`src/rtl/hazard_unit.sv`:
```
// Stall, flush and operand-forwarding control for a five-stage pipeline with a multi-cycle mul/div unit.
// Optional performance counters are compiled in when HAZARD_PERF_EN is defined.
module hazard_unit #(
  parameter int unsigned MD_LATENCY = 4
) (
  input  logic        clk,
  input  logic        reset,
  input  logic [4:0]  ID_rs,
  input  logic [4:0]  ID_rt,
  input  logic        ID_usesRt,
  input  logic [4:0]  EX_reg,
  input  logic [4:0]  MEM_reg,
  input  logic        EX_regWr,
  input  logic        EX_memRd,
  input  logic        MEM_regWr,
  input  logic        EX_mdStart,
  input  logic        EX_branchTaken,
  input  logic        mem_busy,
  output logic        PC_wrEn,
  output logic        IFID_wrEn,
  output logic        IDEX_wrEn,
  output logic        EXMEM_wrEn,
  output logic        MEMWB_wrEn,
  output logic        IFID_flush,
  output logic        IDEX_flush,
  output logic        EXMEM_flush,
  output logic        pc_sel,
  output logic [1:0]  fwdA_sel,
  output logic [1:0]  fwdB_sel,
  output logic [15:0] stall_cnt,
  output logic [15:0] flush_cnt
);

  localparam int unsigned CNT_W  = 4;
  localparam int unsigned FWD_W  = 2;
  localparam int unsigned PERF_W = 16;

  localparam logic [FWD_W-1:0] FWD_RF    = 2'b00;
  localparam logic [FWD_W-1:0] FWD_EXMEM = 2'b01;
  localparam logic [FWD_W-1:0] FWD_MEMWB = 2'b10;

  typedef enum logic [1:0] {RUN, MD_BUSY, FREEZE} state_e;

  state_e             state_q, state_d, eff_state;
  logic [CNT_W-1:0]   md_cnt_q, md_cnt_d;
  logic [FWD_W-1:0]   fwd_a_q, fwd_a_d, fwd_b_q, fwd_b_d;
  logic [FWD_W-1:0]   fwd_a_calc, fwd_b_calc;
  logic               load_use;

  always_comb begin
    load_use = EX_memRd & EX_regWr & (EX_reg != '0) &
               ((EX_reg == ID_rs) | (ID_usesRt & (EX_reg == ID_rt)));
  end

  // FREEZE remembers its return state implicitly: a nonzero md counter means MD_BUSY.
  always_comb begin
    state_d     = state_q;
    md_cnt_d    = md_cnt_q;
    PC_wrEn     = 1'b1;
    IFID_wrEn   = 1'b1;
    IDEX_wrEn   = 1'b1;
    EXMEM_wrEn  = 1'b1;
    MEMWB_wrEn  = 1'b1;
    IFID_flush  = 1'b0;
    IDEX_flush  = 1'b0;
    EXMEM_flush = 1'b0;
    pc_sel      = 1'b0;
    eff_state   = state_q;
    if (state_q == FREEZE) begin
      eff_state = (md_cnt_q != '0) ? MD_BUSY : RUN;
    end
    if (reset) begin
      state_d  = RUN;
      md_cnt_d = '0;
    end else if (mem_busy) begin
      PC_wrEn    = 1'b0;
      IFID_wrEn  = 1'b0;
      IDEX_wrEn  = 1'b0;
      EXMEM_wrEn = 1'b0;
      MEMWB_wrEn = 1'b0;
      state_d    = FREEZE;
    end else begin
      state_d = eff_state;
      case (eff_state)
        MD_BUSY: begin
          if (md_cnt_q <= CNT_W'(1)) begin
            md_cnt_d = '0;
            state_d  = RUN;
          end else begin
            PC_wrEn     = 1'b0;
            IFID_wrEn   = 1'b0;
            IDEX_wrEn   = 1'b0;
            EXMEM_flush = 1'b1;
            md_cnt_d    = md_cnt_q - CNT_W'(1);
          end
        end
        default: begin
          if (EX_mdStart) begin
            PC_wrEn     = 1'b0;
            IFID_wrEn   = 1'b0;
            IDEX_wrEn   = 1'b0;
            EXMEM_flush = 1'b1;
            md_cnt_d    = CNT_W'(MD_LATENCY - 1);
            state_d     = MD_BUSY;
          end else if (EX_branchTaken) begin
            pc_sel     = 1'b1;
            IFID_flush = 1'b1;
            IDEX_flush = 1'b1;
          end else if (load_use) begin
            PC_wrEn    = 1'b0;
            IFID_wrEn  = 1'b0;
            IDEX_flush = 1'b1;
          end
        end
      endcase
    end
  end

  // Operand selects for the instruction entering EX; EX/MEM beats MEM/WB, r0 is never forwarded.
  always_comb begin
    fwd_a_calc = FWD_RF;
    if (EX_regWr && (EX_reg != '0) && (EX_reg == ID_rs)) begin
      fwd_a_calc = FWD_EXMEM;
    end else if (MEM_regWr && (MEM_reg != '0) && (MEM_reg == ID_rs)) begin
      fwd_a_calc = FWD_MEMWB;
    end
    fwd_b_calc = FWD_RF;
    if (ID_usesRt) begin
      if (EX_regWr && (EX_reg != '0) && (EX_reg == ID_rt)) begin
        fwd_b_calc = FWD_EXMEM;
      end else if (MEM_regWr && (MEM_reg != '0) && (MEM_reg == ID_rt)) begin
        fwd_b_calc = FWD_MEMWB;
      end
    end
    fwd_a_d = fwd_a_q;
    fwd_b_d = fwd_b_q;
    if (IDEX_flush) begin
      fwd_a_d = FWD_RF;
      fwd_b_d = FWD_RF;
    end else if (IDEX_wrEn) begin
      fwd_a_d = fwd_a_calc;
      fwd_b_d = fwd_b_calc;
    end
  end

  always_ff @(posedge clk) begin
    if (reset) begin
      state_q  <= RUN;
      md_cnt_q <= '0;
      fwd_a_q  <= FWD_RF;
      fwd_b_q  <= FWD_RF;
    end else begin
      state_q  <= state_d;
      md_cnt_q <= md_cnt_d;
      fwd_a_q  <= fwd_a_d;
      fwd_b_q  <= fwd_b_d;
    end
  end

  assign fwdA_sel = fwd_a_q;
  assign fwdB_sel = fwd_b_q;

`ifdef HAZARD_PERF_EN
  logic [PERF_W-1:0] stall_cnt_q, stall_cnt_d, flush_cnt_q, flush_cnt_d;

  // Saturating event counters.
  always_comb begin
    stall_cnt_d = stall_cnt_q;
    flush_cnt_d = flush_cnt_q;
    if (!PC_wrEn && (stall_cnt_q != '1)) begin
      stall_cnt_d = stall_cnt_q + PERF_W'(1);
    end
    if (IFID_flush && (flush_cnt_q != '1)) begin
      flush_cnt_d = flush_cnt_q + PERF_W'(1);
    end
  end

  always_ff @(posedge clk) begin
    if (reset) begin
      stall_cnt_q <= '0;
      flush_cnt_q <= '0;
    end else begin
      stall_cnt_q <= stall_cnt_d;
      flush_cnt_q <= flush_cnt_d;
    end
  end

  assign stall_cnt = stall_cnt_q;
  assign flush_cnt = flush_cnt_q;
`else
  assign stall_cnt = '0;
  assign flush_cnt = '0;
`endif

endmodule

```
`config.mk`:
```
export PLATFORM = sky130hd
export DESIGN_NAME = hazard_unit
export DESIGN_NICKNAME = d
export VERILOG_FILES = /design/src/rtl/hazard_unit.sv
export SDC_FILE = /design/constraint.sdc
export NUM_CORES = 1
export LEC_CHECK = 0
export CORE_MARGIN = 4
export CORE_UTILIZATION = 37
export DETAILED_ROUTE_END_ITERATION = 16
export PLACE_DENSITY_LB_ADDON = 0.25
export SYNTH_ARGS = -nofsm -noshare
export SYNTH_HDL_FRONTEND = slang
export SYNTH_SLANG_ARGS = --single-unit
export TNS_END_PERCENT = 10
```
`constraint.sdc`:
```
create_clock -name clk -period 3 [get_ports clk]
set_clock_uncertainty 0.2 [all_clocks]
set_input_delay 0.45 -clock clk [delete_from_list [all_inputs] [get_ports clk]]
set_output_delay 0.45 -clock clk [all_outputs]
set_load 0.005 [all_outputs]
```
==> flow_summary.yaml, run 1 <==
grt:
  first_global_vias: 1133
  use_met3: 0.0228
  met1_usage: 0.133
  use_met2: 0.272
  grt_pass1_wl_um: 4580
  track_usage: 0.135
  grt_busiest_layer: "met2"
  grt.overflow.total: 0
  grt_antenna_before_repair: 0
  grt_max_degree: 12
sta:
  finalWorstSetupSlack_ps: -30.0
  period_share: 1.01
  setup-tns-final_ps: -49.7
  fmax_ghz: 0.330
  setup_violations: 2
  fin_crit_ps: 3030
  slew_violations: 0
  hold_viol_final: 0
  rsz0062_at_grt: "true"
route:
  post_drt_via_cell_ratio: 4.77
  ant_nets: 0
  avgRoutedWirePerCell_um: 11.8
  dr_total_vias: 1163
  drc: 0
  drt_iter0_drc: 57
  wl_um: 2890
  firstDrtPassIters: 4
clock_network:
  cts_buffer_depth: 2
  root_buffer: "clkbuf_4"
  clock_latency_ps: 280
  cts_tree: "yes"
  numCtsBuffers: 3
  cts_sinks: 10
  clk_pin_slew_worst_paths_ps: 70
  htreeDepth: 1
  hold_buffers: 0
placed_design:
  port_buffers: 41
  post-dp-hpwl_um: 2530
  gp_congestion: 0.834
  dp.cells: 237
  dp_slack_ps: -220
synthesis:
  syn_avg_cell_area_um2: 7.93
  syn-instance-count: 145
  synth_area_um2: 1150
  synth_ff_type: "dfxtp_1"
  synth_async_sr_flop_share: 0
  ys_types: 34
  synth_edf_count: 0
  yosys.area.top_type: "buf_4"
  ys_ff_latch: 10
  yosysSeqAreaShare: 0.174
  ys_warn_count: 0
  synth_area_leaders: "buf_4 (23%), dfxtp_1 (17%), xnor2_1 (9.9%)"
  yosysMostFrequentCell: "buf_4"
  yosys-top-cells-count: "buf_4 (35), xnor2_1 (13), dfxtp_1 (10)"
  synth_top_area_frac: 0.229
power:
  switching_power_uw: 159
  seqPwrFrac: 0.294
  power_frac_comb: 0.453
  p_int_uw: 345
  clkPwrFrac: 0.253
  power_uw: 505
  peakVddDrop_mv: 0.124
  cellLeakagePower_nw: 0.772
  powerDensity_nw_per_um2: 293
  switching_share: 0.316
hold_path:
  min_from: "fwdA_sel[1]"
  holdPathStages: 2
  hold_class: "reg -> reg"
  whs_endpoint: "fwdA_sel[1]"
final_layout:
  nFillCells: 261
  seq_area_um2: 201
  n_antenna_cell: 0
  drive_above_1_share: 0.197
  layout.nets: 245
  utilization: 0.604
  finalNonFillerCells: 244
  area_growth_pct: 49.7
  multi_input_area_um2: 795
critical_path:
  reg2reg_to: "fwdB_sel[1]"
  reg2reg_slack_ps: 260
  rr_startpoint: "md_cnt_q[1]"
  worst_ep_arrival_time_ps: 2380
  cp.required_ps: 2350
  critPathCaptureType: "output port"
  crit_type: "reg -> out"
  reg2reg_depth: 9
  setup.worst_path.start_class: "flop"
  worstPathMaxFanout: 3
floorplan:
  die_w_um: 63.7
  coreArea_um2: 2850
  start_util: 0.403
  num_rows: 19
  die-area_um2: 4060
  die_y_um: 63.7
  io_pins: 74
run_status:
  status: "complete, but fails checks"
  violations: "negative setup slack"
job:
  max_cap_violations: 0
-- stage by stage --
step,instance area [µm²],hold WS (ps)
after floorplan,1270,248
after global placement,1640,249
after detailed placement,1640,255
after CTS,1680,264
after global routing,1720,290
final,1720,262
-- layer usage --
| metal | routed length (µm) | vias to the layer above |
|---|---|---|
| met3 | 192 | 6 |
| met5 | 0 | - |
| li1 | - | 574 |
| met1 | 1040 | 533 |
| met4 | 48 | 0 |
| met2 | 1610 | 50 |
-- repair_timing --
| action | 4_1_cts | 5_1_grt |
|---|---|---|
| endpoints found under the setup margin | 6 | 6 |
| resized for setup | 6 | 7 |
| setup buffers | 0 | 3 |
| pin swaps | 0 | 1 |
| endpoints found under the hold margin | 0 | 0 |
-- placed cells by master, fill, tap and decap left out, types with 6 or more instances in the layout --
cell and count:
a21oi_1 8, buf_4 29, clkdlybuf4s50_1 35, conb_1 32, dfxtp_1 9, nor2_1 6, xnor2_1 13, xor2_1 9
-- power groups by stage --
stage	Clock (mW)	Combinational, mW	Sequential [mW]
2_1_floorplan	0	0.140	0.149
6_report	0.128	0.229	0.148
3_3_place_gp	0	0.215	0.151
3_5_place_dp	0	0.221	0.151
4_1_cts	0.128	0.220	0.148
5_1_grt	0.131	0.253	0.149
-- critical path, stage by stage (launching register included) --
cell,delay [ps]
dfxtp_1,320
inv_1,80
ha_2,180
or3b_4,410
a2111oi_4,410
buf_4,180
a211oi_2,50
a31oi_1,200
dlygate4sd2_1,270
-- worst max path at each step --
| stage | from | to | slack, ps | depth (start not counted) |
|---|---|---|---|---|
| 6_report | md_cnt_q[1] | PC_wrEn | -30 | 8 |
| 5_1_grt | md_cnt_q[0] | PC_wrEn | -130 | 8 |
| 4_1_cts | md_cnt_q[1] | pc_sel | -190 | 7 |
| 3_5_place_dp | EX_reg[1] | PC_wrEn | -220 | 6 |
| 3_3_place_gp | EX_reg[1] | PC_wrEn | -150 | 6 |
| 2_1_floorplan | md_cnt_q[0] | PC_wrEn | 500 | 7 |
-- registers in the layout, summed over array words and instances (netlist names) --
name,cells
fwdA_sel,2
fwdB_sel,2
state_q,2
md_cnt_q,4
-- kinds of logic after synthesis --
family / Yosys count / synth area share
fa+ha+maj: 2 / 0.0218
compound gates: 24 / 0.158
buf+inv: 42 / 0.251
other cells: 1 / 0.00326
mux: 1 / 0.00871
xor+xnor: 22 / 0.168
simple gates: 43 / 0.215
flops: 10 / 0.174
-- area by class of cell --
class	instances	area share
Multi-Input combinational cell	124	0.461
Timing Repair Buffer	70	0.367
Clock buffer	4	0.0211
Sequential cell	10	0.117
Inverter	5	0.0109
Tap cell	31	0.0225
Power figures use the tool's default switching activity.
==> run 2: changes to the inputs <==
--- a/config.mk
+++ b/config.mk
@@ -8,7 +8,7 @@
 export CORE_MARGIN = 4
 export CORE_UTILIZATION = 37
 export DETAILED_ROUTE_END_ITERATION = 16
-export PLACE_DENSITY_LB_ADDON = 0.25
+export PLACE_DENSITY = 0.84
 export SYNTH_ARGS = -nofsm -noshare
 export SYNTH_HDL_FRONTEND = slang
 export SYNTH_SLANG_ARGS = --single-unit
==> flow_summary.yaml, run 2 (synthesis gave the netlist of run 1 again) <==
critical_path:
  worst_ep_arrival_time_ps: 2450
  rr_startpoint: "md_cnt_q[1]"
  reg2reg_slack_ps: 430
  critPathLaunch: "md_cnt_q[1]"
  worstPathMaxFanout: 8
  cp.required_ps: 2350
  setup.worst_path.start_class: "flop"
  critPathCaptureType: "output port"
  crit_end: "IDEX_wrEn"
  crit_type: "reg -> out"
  reg2reg_to: "fwdA_sel[0]"
  reg2reg_depth: 9
floorplan:
  num_rows: 19
  die_y_um: 63.7
  die-area_um2: 4060
  die_w_um: 63.7
  start_util: 0.403
  coreArea_um2: 2850
  io_pins: 74
power:
  peakVddDrop_mv: 0.109
  cellLeakagePower_nw: 0.717
  p_int_uw: 338
  seqPwrFrac: 0.301
  power_uw: 494
  clkPwrFrac: 0.255
  switching_share: 0.316
  switching_power_uw: 156
  power_frac_comb: 0.444
  powerDensity_nw_per_um2: 296
final_layout:
  seq_area_um2: 201
  finalNonFillerCells: 239
  area_growth_pct: 45.3
  largest_register_ff_count: 4
  utilization: 0.586
  layout_common_cells: "clkdlybuf4s50_1 (36), conb_1 (32), buf_4 (24), xnor2_1 (13)"
  largest-register: "md_cnt_q"
  multi_input_area_um2: 795
  layout.nets: 240
  n_antenna_cell: 0
  nFillCells: 267
  drive_above_1_share: 0.192
  final_common_cell: "clkdlybuf4s50_1"
clock_network:
  clk_pin_slew_worst_paths_ps: 70
  clock_latency_ps: 280
  htreeDepth: 1
  root_buffer: "clkbuf_4"
  cts_tree: "yes"
  cts_sinks: 10
  numCtsBuffers: 3
  hold_buffers: 0
  cts_buffer_depth: 2
sta:
  fmax_ghz: 0.323
  hold_viol_final: 0
  finalWorstSetupSlack_ps: -96.2
  fin_crit_ps: 3100
  period_share: 1.03
  setup-tns-final_ps: -96.2
  slew_violations: 0
  setup_violations: 1
  rsz0062_at_grt: "true"
route:
  drt_iter0_drc: 32
  post_drt_via_cell_ratio: 4.71
  drc: 0
  firstDrtPassIters: 4
  wl_um: 2780
  avgRoutedWirePerCell_um: 11.6
  ant_nets: 0
  dr_total_vias: 1126
grt:
  grt.overflow.total: 0
  grt_antenna_before_repair: 0
  grt_max_degree: 12
  first_global_vias: 1059
  grt_pass1_wl_um: 4330
  track_usage: 0.134
hold_path:
  hold_class: "reg -> reg"
placed_design:
  gp_congestion: 0.799
  dp_slack_ps: -293
  post-dp-hpwl_um: 2400
  dp.cells: 234
  port_buffers: 41
run_status:
  violations: "negative setup slack"
  status: "complete, but fails checks"
job:
  max_cap_violations: 0
run 2: metal layers:
layer  share of wire  routed length, µm  GRT usage
met1            0.38               1060      0.146
met3           0.085                237     0.0263
met5               0                  0          0
met4           0.027                 75      0.102
met2            0.51               1400      0.227
run 2: how the worst min path moves through the flow:
stage / depth (start not counted) / slack [ps] / end / startpoint
2_1_floorplan: 2 / 250 / fwdA_sel[1] / fwdA_sel[1]
3_3_place_gp: 2 / 240 / fwdB_sel[0] / fwdB_sel[0]
3_5_place_dp: 2 / 250 / fwdA_sel[1] / fwdA_sel[1]
4_1_cts: 2 / 260 / fwdA_sel[1] / fwdA_sel[1]
5_1_grt: 2 / 280 / fwdB_sel[0] / fwdB_sel[0]
6_report: 2 / 260 / fwdA_sel[1] / fwdA_sel[1]
run 2: power groups by stage:
stage,logic (mW),registers [mW],clock network [mW]
after global placement,0.212,0.151,0
after detailed placement,0.217,0.152,0
after CTS,0.217,0.149,0.133
after global routing,0.239,0.151,0.136
after floorplan,0.140,0.149,0
final,0.219,0.149,0.126
run 2: layout make-up:
| cell class | instances | share of cell area |
|---|---|---|
| well taps | 31 | 0.0232 |
| multi-input cells | 124 | 0.476 |
| clock buffers | 4 | 0.0217 |
| flip-flops and latches | 10 | 0.121 |
| repair buffers | 65 | 0.348 |
| inverters | 5 | 0.0112 |
run 2: per-stage QoR:
stage,instance area [µm²],hold slack (ps)
finish,1670,257
detailed placement,1620,248
global placement,1620,239
floorplan,1270,248
global route,1670,280
CTS,1670,258
run 2: repair_timing:
item / in CTS / in global routing
buffers inserted: 0 / 1
gates resized for setup: 10 / 6
pin swaps: 1 / 1
endpoints found under the setup margin: 6 / 6
run 2: worst max-delay path, cell delays in order, from the launching register on:
cell	delay [ps]
dfxtp_1	320
inv_1	70
ha_1	160
or3b_4	420
a2111oi_4	390
a211oi_2	90
buf_4	180
inv_1	50
clkdlybuf4s50_1	490
==> run 3: changes to the inputs <==
--- a/config.mk
+++ b/config.mk
@@ -6,9 +6,10 @@
 export NUM_CORES = 1
 export LEC_CHECK = 0
 export CORE_MARGIN = 4
-export CORE_UTILIZATION = 37
+export CORE_UTILIZATION = 40
 export DETAILED_ROUTE_END_ITERATION = 16
-export PLACE_DENSITY = 0.84
+export DONT_BUFFER_PORTS = 1
+export PLACE_DENSITY = 0.56
 export SYNTH_ARGS = -nofsm -noshare
 export SYNTH_HDL_FRONTEND = slang
 export SYNTH_SLANG_ARGS = --single-unit
==> flow_summary.yaml, run 3 (synthesis gave the netlist of run 1 again) <==
floorplan:
  die_w_um: 61.6
  die-area_um2: 3800
  coreArea_um2: 2760
  num_rows: 19
  start_util: 0.417
  io_pins: 74
  die_y_um: 61.6
final_layout:
  final_common_cell: "conb_1"
  nFillCells: 281
  area_growth_pct: -6.31
  largest_register_ff_count: 4
  finalNonFillerCells: 174
  layout.nets: 175
  n_antenna_cell: 0
  layout_common_cells: "conb_1 (32), xnor2_1 (13), dfxtp_1 (10), xor2_1 (9), a21oi_1 (8)"
  drive_above_1_share: 0.0629
  largest-register: "md_cnt_q"
route:
  drt_iter0_drc: 25
  wl_um: 2270
  firstDrtPassIters: 4
  avgRoutedWirePerCell_um: 13.0
  drc: 0
  post_drt_via_cell_ratio: 4.86
  dr_total_vias: 845
  ant_nets: 0
sta:
  setup_violations: 0
  finalWorstSetupSlack_ps: 203
  fmax_ghz: 0.358
  fin_crit_ps: 2800
  hold_viol_final: 0
  slew_violations: 0
  relSlewSlack: 0.619
  setup-tns-final_ps: 0
  period_share: 0.932
  worst_pin_slew_ps: 570
  rsz0062_at_grt: "false"
clock_network:
  clk_pin_slew_worst_paths_ps: 70
  post_cts_buffers: 0
  root_buffer: "clkbuf_4"
  numCtsBuffers: 3
  htreeDepth: 1
  cts_buffer_depth: 2
  cts_sinks: 10
  clock_latency_ps: 260
  cts_tree: "yes"
critical_path:
  cp.required_ps: 2350
  rr_startpoint: "md_cnt_q[0]"
  critPathCaptureType: "output port"
  critPathLaunch: "md_cnt_q[0]"
  crit_type: "reg -> out"
  reg2reg_depth: 7
  worst_ep_arrival_time_ps: 2150
  setup.worst_path.start_class: "flop"
  worstPathMaxFanout: 9
grt:
  track_usage: 0.120
  first_global_vias: 827
  grt_antenna_before_repair: 0
  grt_pass1_wl_um: 3440
  grt.overflow.total: 0
  grt_max_degree: 12
power:
  cellLeakagePower_nw: 0.425
  powerDensity_nw_per_um2: 361
  peakVddDrop_mv: 0.229
placed_design:
  dp_slack_ps: 436
  dp.cells: 170
  gp_congestion: 0.772
  port_buffers: 0
  post-dp-hpwl_um: 2000
job:
  max_cap_violations: 0
run_status:
  status: "completed"
hold_path:
  min_from: "reset"
  holdPathStages: 1
  hold_class: "in -> reg"
[run 3: stage by stage]
stage / hold slack (ps) / power, mW / area (µm²) / utilization
CTS: 32.1 / 0.395 / 1070 / 0.388
global placement: 284 / 0.267 / 1030 / 0.375
floorplan: 248 / 0.290 / 1270 / -
detailed placement: 289 / 0.270 / 1030 / 0.375
global route: 30.7 / 0.419 / 1080 / 0.391
finish: 45.2 / 0.389 / 1080 / 0.391
[run 3: layout make-up]
cell class	count	area [µm²]	area share
tap	31	38.8	0.0360
sequential	10	200	0.186
inverter	5	18.8	0.0174
clock buffer	4	36.3	0.0337
multi-input combinational	124	783	0.727
[run 3: path summary, 6_finish.rpt]
check	to	slack (ps)
hold reg to reg	fwdA_sel[1]	290
setup reg to reg	fwdB_sel[1]	410
setup / recovery	IFID_wrEn	200
hold / removal	state_q[1]	50
[run 3: worst max-delay path: stages, from the launching register on]
cell       delay [ps]
dfxtp_1           350
inv_1              70
ha_1              230
or3b_4            440
a2111oi_4         390
a211oi_2          170
a31oi_2           240
[run 3: where the power goes]
part           switching (mW)  internal [mW]  total [mW]
Sequential            0.00794          0.141       0.149
Combinational          0.0629         0.0566       0.119
Clock                  0.0470         0.0737       0.121
[run 3: what timing repair did]
item	in CTS	in global routing
resized for setup	0	1
hold buffers	0	0
setup endpoints to repair	0	2
[run 3: routing by layer]
| layer | share of wire | wire length, µm | GRT usage | up-vias |
|---|---|---|---|---|
| met4 | 0.0088 | 20 | 0.0545 | 0 |
| met1 | 0.34 | 761 | 0.111 | 374 |
| met2 | 0.52 | 1190 | 0.217 | 38 |
| met5 | 0 | 0 | 0 | - |
| met3 | 0.13 | 296 | 0.0629 | 2 |
| li1 | - | - | - | 431 |
